**src/rtl/systolic_pkg.sv**
```systemverilog
// Shared types and helpers for the systolic array front end.
// Holds the feeder FSM states and the lane/drain arithmetic.
package systolic_pkg;

    typedef enum logic [1:0] {
        IDLE  = 2'd0,
        FEED  = 2'd1,
        DRAIN = 2'd2,
        DONE  = 2'd3
    } feeder_state_t;

    // Cycles for the last beat to cross the full N x N array.
    function automatic int drain_cycles(input int n);
        return 2 * n - 1;
    endfunction

    function automatic int lane_lsb(input int lane, input int w);
        return lane * w;
    endfunction

endpackage

```
**src/rtl/skew_delay_line.sv**
```systemverilog
// DEPTH-stage data+valid shift register for one operand lane.
// SKEW_ZERO_FILL_EN: bubbles load zero instead of holding stage-0 data.
module skew_delay_line
    import systolic_pkg::*;
#(
    parameter int DEPTH = 1,
    parameter int W     = 8
) (
    input  logic         clk,
    input  logic         rst_n,
    input  logic         valid_i,
    input  logic [W-1:0] data_i,
    output logic         valid_o,
    output logic [W-1:0] data_o
);

    logic [W-1:0]     data_q [DEPTH];
    logic [DEPTH-1:0] valid_q;
    logic [W-1:0]     stage0_d;

    always_comb begin
`ifdef SKEW_ZERO_FILL_EN
        stage0_d = valid_i ? data_i : '0;
`else
        stage0_d = valid_i ? data_i : data_q[0];
`endif
    end

    always_ff @(posedge clk or negedge rst_n) begin
        if (!rst_n) begin
            for (int s = 0; s < DEPTH; s++) begin
                data_q[s] <= '0;
            end
            valid_q <= '0;
        end else begin
            data_q[0]  <= stage0_d;
            valid_q[0] <= valid_i;
            for (int s = 1; s < DEPTH; s++) begin
                data_q[s]  <= data_q[s-1];
                valid_q[s] <= valid_q[s-1];
            end
        end
    end

    assign data_o  = data_q[DEPTH-1];
    assign valid_o = valid_q[DEPTH-1];

endmodule

```
**src/rtl/systolic_skew_feeder.sv**
```systemverilog
// Tile sequencer and diagonal skew for the systolic MAC array edges.
// SKEW_ZERO_FILL_EN selects zeroed bubble data inside skew_delay_line.
module systolic_skew_feeder
    import systolic_pkg::*;
#(
    parameter int N = 4,
    parameter int W = 8,
    parameter int K = 8
) (
    input  logic           clk,
    input  logic           rst_n,
    input  logic           start,
    output logic           clear_acc,
    input  logic           in_valid,
    output logic           in_ready,
    input  logic [N*W-1:0] in_a,
    input  logic [N*W-1:0] in_b,
    output logic [N*W-1:0] a_edge,
    output logic [N*W-1:0] b_edge,
    output logic [N-1:0]   edge_valid,
    output logic           busy,
    output logic           tile_done
);

    localparam int DRAIN_CYC = drain_cycles(N);
    localparam int BW        = $clog2(K + 1);
    localparam int DW        = $clog2(2 * N);

    feeder_state_t state_q, state_d;
    logic [BW-1:0] beat_cnt_q, beat_cnt_d;
    logic [DW-1:0] drain_cnt_q, drain_cnt_d;
    logic          accept;

    assign accept = in_valid && (state_q == FEED);

    always_comb begin
        state_d     = state_q;
        beat_cnt_d  = beat_cnt_q;
        drain_cnt_d = drain_cnt_q;
        unique case (state_q)
            IDLE: begin
                if (start) begin
                    state_d    = FEED;
                    beat_cnt_d = '0;
                end
            end
            FEED: begin
                if (accept) begin
                    beat_cnt_d = beat_cnt_q + 1'b1;
                    if (beat_cnt_q == BW'(K - 1)) begin
                        state_d     = DRAIN;
                        drain_cnt_d = '0;
                    end
                end
            end
            DRAIN: begin
                if (drain_cnt_q == DW'(DRAIN_CYC - 1)) begin
                    state_d = DONE;
                end else begin
                    drain_cnt_d = drain_cnt_q + 1'b1;
                end
            end
            DONE: begin
                state_d = IDLE;
            end
            default: begin
                state_d = IDLE;
            end
        endcase
    end

    always_ff @(posedge clk or negedge rst_n) begin
        if (!rst_n) begin
            state_q     <= IDLE;
            beat_cnt_q  <= '0;
            drain_cnt_q <= '0;
        end else begin
            state_q     <= state_d;
            beat_cnt_q  <= beat_cnt_d;
            drain_cnt_q <= drain_cnt_d;
        end
    end

    assign clear_acc = (state_q == IDLE) && start;
    assign in_ready  = (state_q == FEED);
    assign busy      = (state_q != IDLE);
    assign tile_done = (state_q == DONE);

    // Lane i gets i+1 stages so beats leave the edge as a diagonal.
    for (genvar i = 0; i < N; i++) begin : g_lane
        logic va;
        logic vb;

        skew_delay_line #(
            .DEPTH (i + 1),
            .W     (W)
        ) u_a (
            .clk     (clk),
            .rst_n   (rst_n),
            .valid_i (accept),
            .data_i  (in_a[lane_lsb(i, W) +: W]),
            .valid_o (va),
            .data_o  (a_edge[lane_lsb(i, W) +: W])
        );

        skew_delay_line #(
            .DEPTH (i + 1),
            .W     (W)
        ) u_b (
            .clk     (clk),
            .rst_n   (rst_n),
            .valid_i (accept),
            .data_i  (in_b[lane_lsb(i, W) +: W]),
            .valid_o (vb),
            .data_o  (b_edge[lane_lsb(i, W) +: W])
        );

        assign edge_valid[i] = va & vb;
    end

endmodule
```
**config.mk**
```make
export PLATFORM = sky130hd
export DESIGN_NAME = systolic_skew_feeder
export DESIGN_NICKNAME = d
export VERILOG_FILES = /design/src/rtl/systolic_pkg.sv /design/src/rtl/skew_delay_line.sv /design/src/rtl/systolic_skew_feeder.sv
export SDC_FILE = /design/constraint.sdc
export NUM_CORES = 1
export LEC_CHECK = 0
export CAP_MARGIN = 20
export CORE_ASPECT_RATIO = 0.5
export CORE_MARGIN = 2
export CORE_UTILIZATION = 45
export DETAILED_ROUTE_END_ITERATION = 6
export MAX_ROUTING_LAYER = met4
export PLACE_DENSITY = 0.72
export SLEW_MARGIN = 20
export SYNTH_ARGS = -nofsm -noshare
export SYNTH_HDL_FRONTEND = slang
export SYNTH_HIERARCHICAL = 1
export SYNTH_SLANG_ARGS = --single-unit
```
**constraint.sdc**
```tcl
create_clock -name clk -period 2.4 [get_ports clk]
set_input_delay 0.48 -clock clk [delete_from_list [all_inputs] [get_ports clk]]
set_output_delay 0.48 -clock clk [all_outputs]
set_load 0.005 [all_outputs]
```
==> Implementation_results.wiki <==
{| class="wikitable"
! Metric !! Value
|-
| Result of the run || finished clean
|-
| Final core utilization || 59.06%
|-
| Total of fill cells in the finished design || 1,089
|-
| Area of the mapped netlist || 0.006659 mm2
|-
| Synth-to-layout area growth || 28.32%
|-
| Syn Area/Cell || 17.62 um2
|-
| Max Fanout on Critical Path || 6
|-
| Cell types occupying the most area after synthesis || dfrtp_1, mux2_4, buf_4, ha_1, buf_6
|-
| Adder and majority gate portion of the synthesized area || 1.691%
|-
| Share of synthesized cell area in and, or, nand and nor gates || 2.649%
|-
| Total wirelength of the detailed-routed design || 10,170 um
|-
| 1st-pass router iterations || 4
|-
| FP Rows || 31
|-
| Fin Clk Skew || 0.009860 ns
|-
| Vias per cell || 4.460
|-
| Number of library cell types mapped by synthesis || 38
|-
| Chip Height || 90.02 um
|-
| Main combinational cell family by area after synthesis || multiplexers
|-
| DPL Wire Length || 6876 um
|-
| Share of flip-flops with an asynchronous set or reset || 100.0%
|-
| P_leak || 3.869 nW
|-
| Power density over the cells || 1306 mW/mm2
|-
| Ratio of cells with drive above 1 in the final layout || 22.09%
|-
| Final Power || 11.16 mW
|-
| Initial cell density of the core || 46.03%
|-
| IR Drop Worst-Case VDD || 576.1 uV
|-
| Iteration-0 DRC count of the detailed router || 188
|-
| Fraction of post-synthesis cell area in the top cell type by area || 71.03%
|-
| Endpoints failing hold || 0
|-
| Max-slew violations || 0
|-
| Peak Freq || 435.9 MHz
|-
| Footprint of the multi-input gates || 0.001456 mm2
|-
| Die Area || 0.01585 mm2
|-
| Longest Clk Path Bufs || 2
|-
| Via count of the first global-routing pass || 3,287
|-
| Cell with the most instances after synthesis || dfrtp_1
|-
| Die span in x || 176.0 um
|-
| Worst Max-Slew Pin Slew || 0.5899 ns
|-
| Number of endpoints failing setup at the final stage || 0
|-
| Core Region || 0.01447 mm2
|-
| EDFF count, synth || 0
|-
| Wire length of the first global-routing pass || 17,290 um
|-
| Buffers added on ports || 139
|-
| Worst min-delay path category || input port to asynchronous set/reset pin
|-
| DRC violation count after routing || 0
|-
| Clock Root Buffer || clkbuf_16
|-
| Layout Nets || 562
|-
| Number of top-level pins || 140
|-
| Total number of clock tree sinks || 189
|-
| Sequential share of the synthesized area || 71.03%
|-
| Register area || 0.004730 mm2
|-
| Mux share of post-synthesis cell area || 14.60%
|-
| Synthesized Nets || 455
|-
| Cell taking the most area after synthesis || dfrtp_1
|-
| Met2 usage || 23.04%
|-
| Post-layout instance count excluding filler cells || 696
|-
| Top cell types by occurrence after synthesis || dfrtp_1, mux2_4, buf_4
|-
| Xor/xnor cell area share of the yosys netlist || 0%
|-
| Latest clock arrival within the worst-skew pair || 0.41 ns
|-
| Yosys synthesis warning count || 6
|-
| Inserted Clock Buffers || 17
|-
| Global-route total usage across every layer || 14.50%
|-
| Compound-cell area share of the yosys netlist || 2.706%
|-
| Rel. slew slack || 60.68%
|-
| Data required time of the worst path || 1.92 ns
|-
| Post-detailed-route count of antenna-violating nets || 0
|-
| Max-cap violations || 0
|-
| Shortest clock period the worst path allows after layout || 2.294 ns
|-
| Worst endpoint data arrival time || 1.81 ns
|-
| Number of diodes || 0
|-
| Kind of end point of the critical path || primary output
|-
| Pin count of the biggest net entering global routing || 73
|-
| Post-synthesis register bit count || 189
|-
| Setup TNS || 0 ns
|-
| Average detailed-routed wire length per instance || 14.61 um
|-
| Global placement routability congestion || 0.7349
|-
| Top Usage Layer GRT || met2
|-
| H-tree levels || 4
|-
| Main flop type after synthesis || dfrtp_1
|-
| Tcrit/Tclk final || 95.59%
|-
| GR met3 Demand/Resource || 3.046%
|-
| Cell count after synthesis || 378
|-
| Clock-pin slew on the worst setup and hold paths || 0.07 ns
|-
| Startpoint class of the critical path || flop
|-
| Start-to-end type of the worst setup path || flop to primary output
|-
| Number of antenna violations at the first check in global routing || 0
|-
| TritonCTS clock tree || built
|-
| Unrepaired setup endpoints after global routing || no
|-
| Gr ovfl total || 0
|-
| Post-placement cell count || 664
|-
| GRT met1 Usage || 18.73%
|-
| Vias after detailed routing || 3,104
|}
[flip-flops by register name, summed over array words and instances, names as in the netlist]
register and count:
g_lane.u_a/valid_o 1, g_lane.u_b/valid_q 9, drain_cnt_q 3, g_lane.u_a/data_o 32, g_lane.u_b/data_q 48, g_lane.u_b/valid_o 1
g_lane.u_a/valid_q 9, beat_cnt_q 4, g_lane.u_a/data_q 48, state_q 2, g_lane.u_b/data_o 32
[stage by stage]
step / setup WS, ns / hold slack [ns] / instance area, um2
after floorplan: 0.5340 / 0.1844 / 6659
after global placement: 0.2120 / 0.3313 / 7961
after detailed placement: 0.2124 / 0.3347 / 7961
after CTS: 0.02897 / 0.08147 / 8534
after global routing: 0.01635 / 0.1041 / 8544
final: 0.1058 / 0.06563 / 8544
[cell usage in the layout (no fill, tap or decap), types with 3 or more instances in the layout]
| cell type | count |
|---|---|
| dfrtp_1 | 189 |
| mux2_4 | 64 |
| ha_1 | 8 |
| and2_1 | 5 |
| buf_12 | 5 |
| nand2_1 | 4 |
| nor2_1 | 3 |
| clkdlybuf4s50_1 | 138 |
| inv_1 | 8 |
| clkinv_4 | 6 |
| clkbuf_16 | 17 |
| nand3_1 | 3 |
| inv_8 | 3 |
[what timing repair did]
action / 4_1_cts / 5_1_grt
pin swaps: 0 / 0
hold buffers: 0 / 0
gates resized for setup: 1 / 1
buffers inserted: 0 / 0
endpoints found under the setup margin: 2 / 1
[critical path: stages (launching register included)]
cell and delay, ns:
dfrtp_1 0.44, inv_1 0.17, ha_4 0.18, and2_1 0.12, clkdlybuf4s50_1 0.49
[layout make-up]
type / instances / share of cell area [%]
clock buffers: 19 / 5.184
clock inverters: 13 / 1.494
inverters: 8 / 0.3514
multi-input cells: 123 / 17.05
flip-flops and latches: 189 / 55.35
well taps: 198 / 2.899
repair buffers: 146 / 17.67
[layer usage]
layer / up-vias / routed length [um]
met4: 0 / 116
met3: 10 / 275
li1: 1433 / -
met2: 47 / 5318
met1: 1614 / 4456
met5: - / 0
[final timing paths]
kind,from,to,slack (ns),cells after the start
setup reg to reg,state_q[0],drain_cnt_q[2],0.53,5
max in group asynchronous,rst_n,g_lane[1].u_b/data_o[0],1.67,2
setup / recovery,state_q[0],clear_acc,0.11,4
min in group clk,g_lane[2].u_a/data_q[10],g_lane[2].u_a/data_o[2],0.34,0
hold reg to reg,g_lane[2].u_a/data_q[10],g_lane[2].u_a/data_o[2],0.34,0
hold / removal,rst_n,g_lane[0].u_a/data_o[0],0.07,1
[kinds of logic (layout without fill, tap and decap cells)]
group / count (synthesis) / count (layout)
flops: 189 / 189
buf+inv: 66 / 186
fa+ha+maj: 9 / 9
simple gates: 29 / 29
compound gates: 20 / 20
mux: 65 / 65
[power breakdown]
part | internal [mW] | leakage [nW] | switching, mW | total, mW
logic | 2.24 | 1.31 | 0.996 | 3.24
clock network | 1.40 | 0.277 | 1.23 | 2.64
registers | 4.70 | 2.28 | 0.590 | 5.29
total | 8.34 | 3.87 | 2.82 | 11.2
(Power assumes the default switching activity.)
==> RTL change 1: new RTL, same settings <==
Reset style: synchronous (`rst_n`), changed in 2 clocked blocks.
--- a/src/rtl/skew_delay_line.sv
+++ b/src/rtl/skew_delay_line.sv
@@ -28,3 +28,3 @@
 
-    always_ff @(posedge clk or negedge rst_n) begin
+    always_ff @(posedge clk) begin
         if (!rst_n) begin
--- a/src/rtl/systolic_skew_feeder.sv
+++ b/src/rtl/systolic_skew_feeder.sv
@@ -71,3 +71,3 @@
 
-    always_ff @(posedge clk or negedge rst_n) begin
+    always_ff @(posedge clk) begin
         if (!rst_n) begin
Function: differs if rst_n is asserted again (counterexample within 4 cycles, from zero or initial values and one cycle with rst_n low); with rst_n held inactive, the same outputs for 10 cycles.
==> RTL change 1 against the unedited design <==
- sequential cell count unchanged
- die area decreased by 2.6%
- core utilization increased by 1.4 points
- cell area decreased by 2.2%
- routed wire length decreased by 0.83%
- synthesized area decreased by 2.7%
- worst setup slack improved by 0.060 ns
- final cell count increased by 24%
- critical path depth increased by 1
- critical endpoint unchanged
- largest cell class unchanged
Power is not compared: it rests on default switching activity, and its combinational part moved more than twofold at a synthesized area within 25%.
==> RTL change 1: results (changes against the unedited design) <==
status finished, final reports clean; worst r2r src state_q[1]; dpl ws 0.329 ns (+0.117 ns); R2R Setup Slk 0.60 ns (+0.07 ns); hpwl dp 6.64 mm (-3.4%); Synth area leaders dfxtp_1, mux2i_1, and2_1; syn avg cell area 11.8 um2 (-33%); layout cells sized above 1 0.115 (-0.106); Worst-Margin Slew 0.519 ns (-0.0709 ns); post-cts resize count 0 (-1); Hold WC Path Type reg2reg; M3 GR Usage 0.0387 (+0.00820); top flop regs g_lane.u_a/data_q: 80 flops, g_lane.u_b/data_q: 80 flops; Synth Area in Adders 0.0174 (+0.000464); post-synthesis mux area share 0.103 (-0.0425); fin cells 864 (+24%); worst clock skew 0.00923 ns (-0.000634 ns); WP data arrival 1.75 ns (-0.06 ns); WL/cell 11.7 um (-20%); largest net degree at the start of global routing 79 (+8.2%); library cells used by synthesis 32 (-16%); Synth Area in Compound Gates 0.0137 (-0.0134); final estimated routing congestion in global placement 0.722 (-1.8%); list of most frequent post-synthesis cells dfxtp_1, and2_1, mux2i_1, nor2b_1, and2_2; Nets 736 (+31%); post-synthesis net count 628 (+38%); r2r endpoint drain_cnt_q[2]; first-pass GRT wire length 16.7 mm (-3.4%); global router's overall resource usage 0.140 (-0.00505); Peak VDD IR 544 uV; Synth async-reset ratio 0 (-1.00); Via density 4.26 (-4.5%); vias in the first global route 3657 (+11%); Period minus WS final 2.23 ns (-0.0603 ns); Post-Place Cells 832 (+25%); DRC marker count from the first detailed-route iteration 191 (+1.6%); worst-path fanout max 4 (-2)
## RTL change 1: logic make-up (layout without fill, tap and decap cells)
group | count (synthesis) | after routing
simple gates | 211 | 211
flops | 189 | 189
mux | 67 | 67
buf+inv | 62 | 183
compound gates | 12 | 12
fa+ha+maj | 9 | 9
xor+xnor | 1 | 1
## RTL change 1: metal layers
| metal | vias up | wire (um) | share of wire |
|---|---|---|---|
| li1 | 1944 | - | - |
| met1 | 1675 | 4650 | 0.46 |
| met2 | 57 | 4990 | 0.50 |
| met3 | 5 | 381 | 0.038 |
| met4 | 0 | 52 | 0.0052 |
| met5 | - | 0 | 0 |
## RTL change 1: critical path: stages (launching register included)
cell             delay, ns
dfxtp_1               0.34
inv_1                 0.13
ha_1                  0.25
nand2_1               0.08
inv_1                 0.06
clkdlybuf4s50_1       0.49
## RTL change 1: layout make-up
cell class | count | area share
clock buffers | 18 | 0.0514
flip-flops and latches | 189 | 0.453
clock inverters | 14 | 0.0208
well taps | 192 | 0.0288
repair buffers | 143 | 0.176
multi-input cells | 300 | 0.267
inverters | 8 | 0.00359
## RTL change 1: stage by stage
step / utilization / area (um2)
6_report: 0.605 / 8360
5_1_grt: 0.605 / 8360
4_1_cts: 0.605 / 8360
3_5_place_dp: 0.561 / 7750
3_3_place_gp: 0.561 / 7750
2_1_floorplan: - / 6480
## RTL change 1: worst min path at each step
stage	start	to	slack, ns
floorplan	g_lane[2].u_a/valid_q[0]	g_lane[2].u_a/valid_q[1]	0.41
finish	g_lane[2].u_a/valid_q[0]	g_lane[2].u_a/valid_q[1]	0.43
global placement	g_lane[2].u_a/valid_q[0]	g_lane[2].u_a/valid_q[1]	0.41
CTS	g_lane[2].u_a/valid_q[0]	g_lane[2].u_a/valid_q[1]	0.43
global route	g_lane[3].u_b/data_q[2][2]	g_lane[3].u_b/data_q[3][2]	0.44
detailed placement	g_lane[2].u_a/valid_q[0]	g_lane[2].u_a/valid_q[1]	0.41
## RTL change 1: power by group through the flow
stage / registers [uW] / clock network (uW) / logic (uW)
6_report: 3530 / 2770 / 1250
5_1_grt: 3560 / 3000 / 1390
4_1_cts: 3530 / 2870 / 1280
3_5_place_dp: 3600 / 0 / 1270
3_3_place_gp: 3590 / 0 / 1240
2_1_floorplan: 3580 / 0 / 882
==> RTL change 2: new RTL, config.mk and constraints unchanged <==
Without the edit above. The parameter `N` goes from 4 to 2.
--- a/src/rtl/systolic_skew_feeder.sv
+++ b/src/rtl/systolic_skew_feeder.sv
@@ -5,3 +5,3 @@
 #(
-    parameter int N = 4,
+    parameter int N = 2,
     parameter int W = 8,
Ports: changed (5 resized); port bits go from 140 to 74. The function was not compared with the original's and may differ.
==> RTL change 2 against the unedited design <==
- the flow now finishes with violations (design-rule violations)
- worst setup slack improved by 0.018 ns
- final cell count fell by 53%
- combinational power fell by 41%
- via count fell by 49%
- register-to-register slack improved by 0.04 ns
- fmax rose by 0.80%
- power fell by 54%
- routed wire length fell by 51%
- sequential power fell by 66%
- synthesized area fell by 60%
- worst hold slack improved by 0.096 ns
- sequential cell count fell by 127
- cell area fell by 56%
- sequential share of layout area fell by 14 points
- critical endpoint unchanged
- highest routed layer unchanged
==> RTL change 2: results (changes against the unedited design) <==
status finished with violations; failing checks design-rule violations; CTS root buf clkbuf_16; Synth area leaders dfrtp_1, mux2_4, buf_4; final estimated routing congestion in global placement 0.701 (-4.6%); hpwl dp 3.37 mm (-51%); CP startpoint state_q[1]; Nets 291 (-48%); R2R depth 5 (unchanged); xor/xnor share of the synthesized area 0 (unchanged); Worst-Margin Slew 0.607 ns (+0.0169 ns); DRC marker count from the first detailed-route iteration 100 (-47%); library cells used by synthesis 36 (-5.3%); post-synthesis mux area share 0.184 (+0.0384); sequential share of the synthesized area 0.578 (-0.133); first-pass GRT wire length 8.35 mm (-52%); post-synthesis net count 223 (-51%); worst clock skew 0.00459 ns (-0.00527 ns); Ant. Diodes 0 (unchanged); r2r endpoint state_q[1]; dpl ws 0.355 ns (+0.143 ns); crit path capture clear_acc; Worst-Skew Late Latency 0.32 ns (-0.09 ns); drt drc 4 (+4); CTS Buf Count 9 (-8); Synth async-reset ratio 1.00 (unchanged); list of most frequent post-synthesis cells dfrtp_1, mux2_4, buf_4, ha_1, inv_1; R2R Setup Slk 0.57 ns (+0.04 ns); post-cts resize count 0 (-1); initial antenna violation count 0 (unchanged); Via Count 1576 (-49%); WP data arrival 1.80 ns; I/O Buffers 73 (-47%); postcts setup bufs 0 (unchanged); H-Tree Depth 3 (-1); peak per-stage delay on the critical path 0.49 ns (about the same); Net Sw Frac 0.264 (+0.0115); Pleak 0.00170 uW (-56%); layout cells sized above 1 0.246 (+0.0251); vias in the first global route 1671 (-49%); Peak VDD IR 520 uV (-9.7%); Hold WC Path Type in2async; Placed Area 3400 um2 (-57%); WL/cell 15.3 um (+4.7%); Max Root-Sink Buffers 2 (unchanged); global router's overall resource usage 0.174 (+0.0287); Synth Area in Adders 0.0373 (+0.0204); Synth Area in Compound Gates 0.0573 (+0.0302); DR pass1 iterations 6 (+2); largest net degree at the start of global routing 39 (-47%); synthesis warning total 6 (unchanged)
[RTL change 2: cell count changes in the layout (fill, tap and decap cells not counted), moves of 3 or more]
| cell | delta |
|---|---|
| dfrtp_1 | -127 |
| buf_12 | -3 |
| inv_8 | -3 |
| clkdlybuf4s50_1 | -66 |
| nor2b_1 | +3 |
| mux2_4 | -31 |
| clkbuf_16 | -8 |
| clkinv_4 | -6 |
[RTL change 2: through the flow]
| stage | power, uW | instances |
|---|---|---|
| final | 5120 | 325 |
| after detailed placement | 3730 | 309 |
| after global placement | 3650 | 309 |
| after floorplan | 3010 | 179 |
| after global routing | 5410 | 325 |
| after CTS | 5190 | 325 |
[RTL change 2: kinds of logic (layout without fill, tap and decap cells)]
kind of cell | count (synthesis) | count (layout)
AO/OA/AOI/OAI | 18 | 18
adder cells (fa/ha/maj) | 8 | 8
buffers and inverters | 29 | 102
flip-flops | 62 | 62
multiplexers | 33 | 33
AND/OR/NAND/NOR | 29 | 29
[RTL change 2: per-layer routing]
metal | vias up | wire [um] | GRT usage
li1 | 743 | - | -
met1 | 787 | 2210 | 0.207
met2 | 38 | 2470 | 0.275
met3 | 8 | 226 | 0.0639
met4 | 0 | 55 | 0.0679
met5 | - | 0 | -
[RTL change 2: area by class of cell]
class,instances,area [um2]
repair buffers,79,796
fillers,405,1880
inverters,7,26.3
multi-input cells,88,936
flip-flops and latches,62,1550
clock inverters,6,92.6
well taps,73,91.3
clock buffers,10,239
[RTL change 2: worst min-delay path by stage]
stage          depth (start not counted)  slack (ns)                startpoint                        to
6_report                               1        0.16                     rst_n                state_q[1]
5_1_grt                                1        0.21                     rst_n                state_q[0]
4_1_cts                                1        0.18                     rst_n                state_q[1]
3_5_place_dp                           0        0.33  g_lane[1].u_a/valid_q[0]  g_lane[1].u_a/valid_q[1]
3_3_place_gp                           0        0.33  g_lane[1].u_a/valid_q[0]  g_lane[1].u_a/valid_q[1]
2_1_floorplan                          0        0.18                     rst_n             beat_cnt_q[0]
[RTL change 2: power groups by stage]
stage                     sequential (uW)  combinational, uW  clock (uW)
final                                1810               1900        1410
after detailed placement             1820               1900           0
after floorplan                      1770               1240           0
after global routing                 1880               2040        1490
after CTS                            1820               1930        1450
after global placement               1790               1860           0
[RTL change 2: worst max-delay path, delay by kind of cell, from the launching register on]
kind | cells | cell delay, ns
flip-flops | 1 | 0.42
AND/OR/NAND/NOR | 1 | 0.15
buffers and inverters | 2 | 0.63
adder cells (fa/ha/maj) | 1 | 0.26
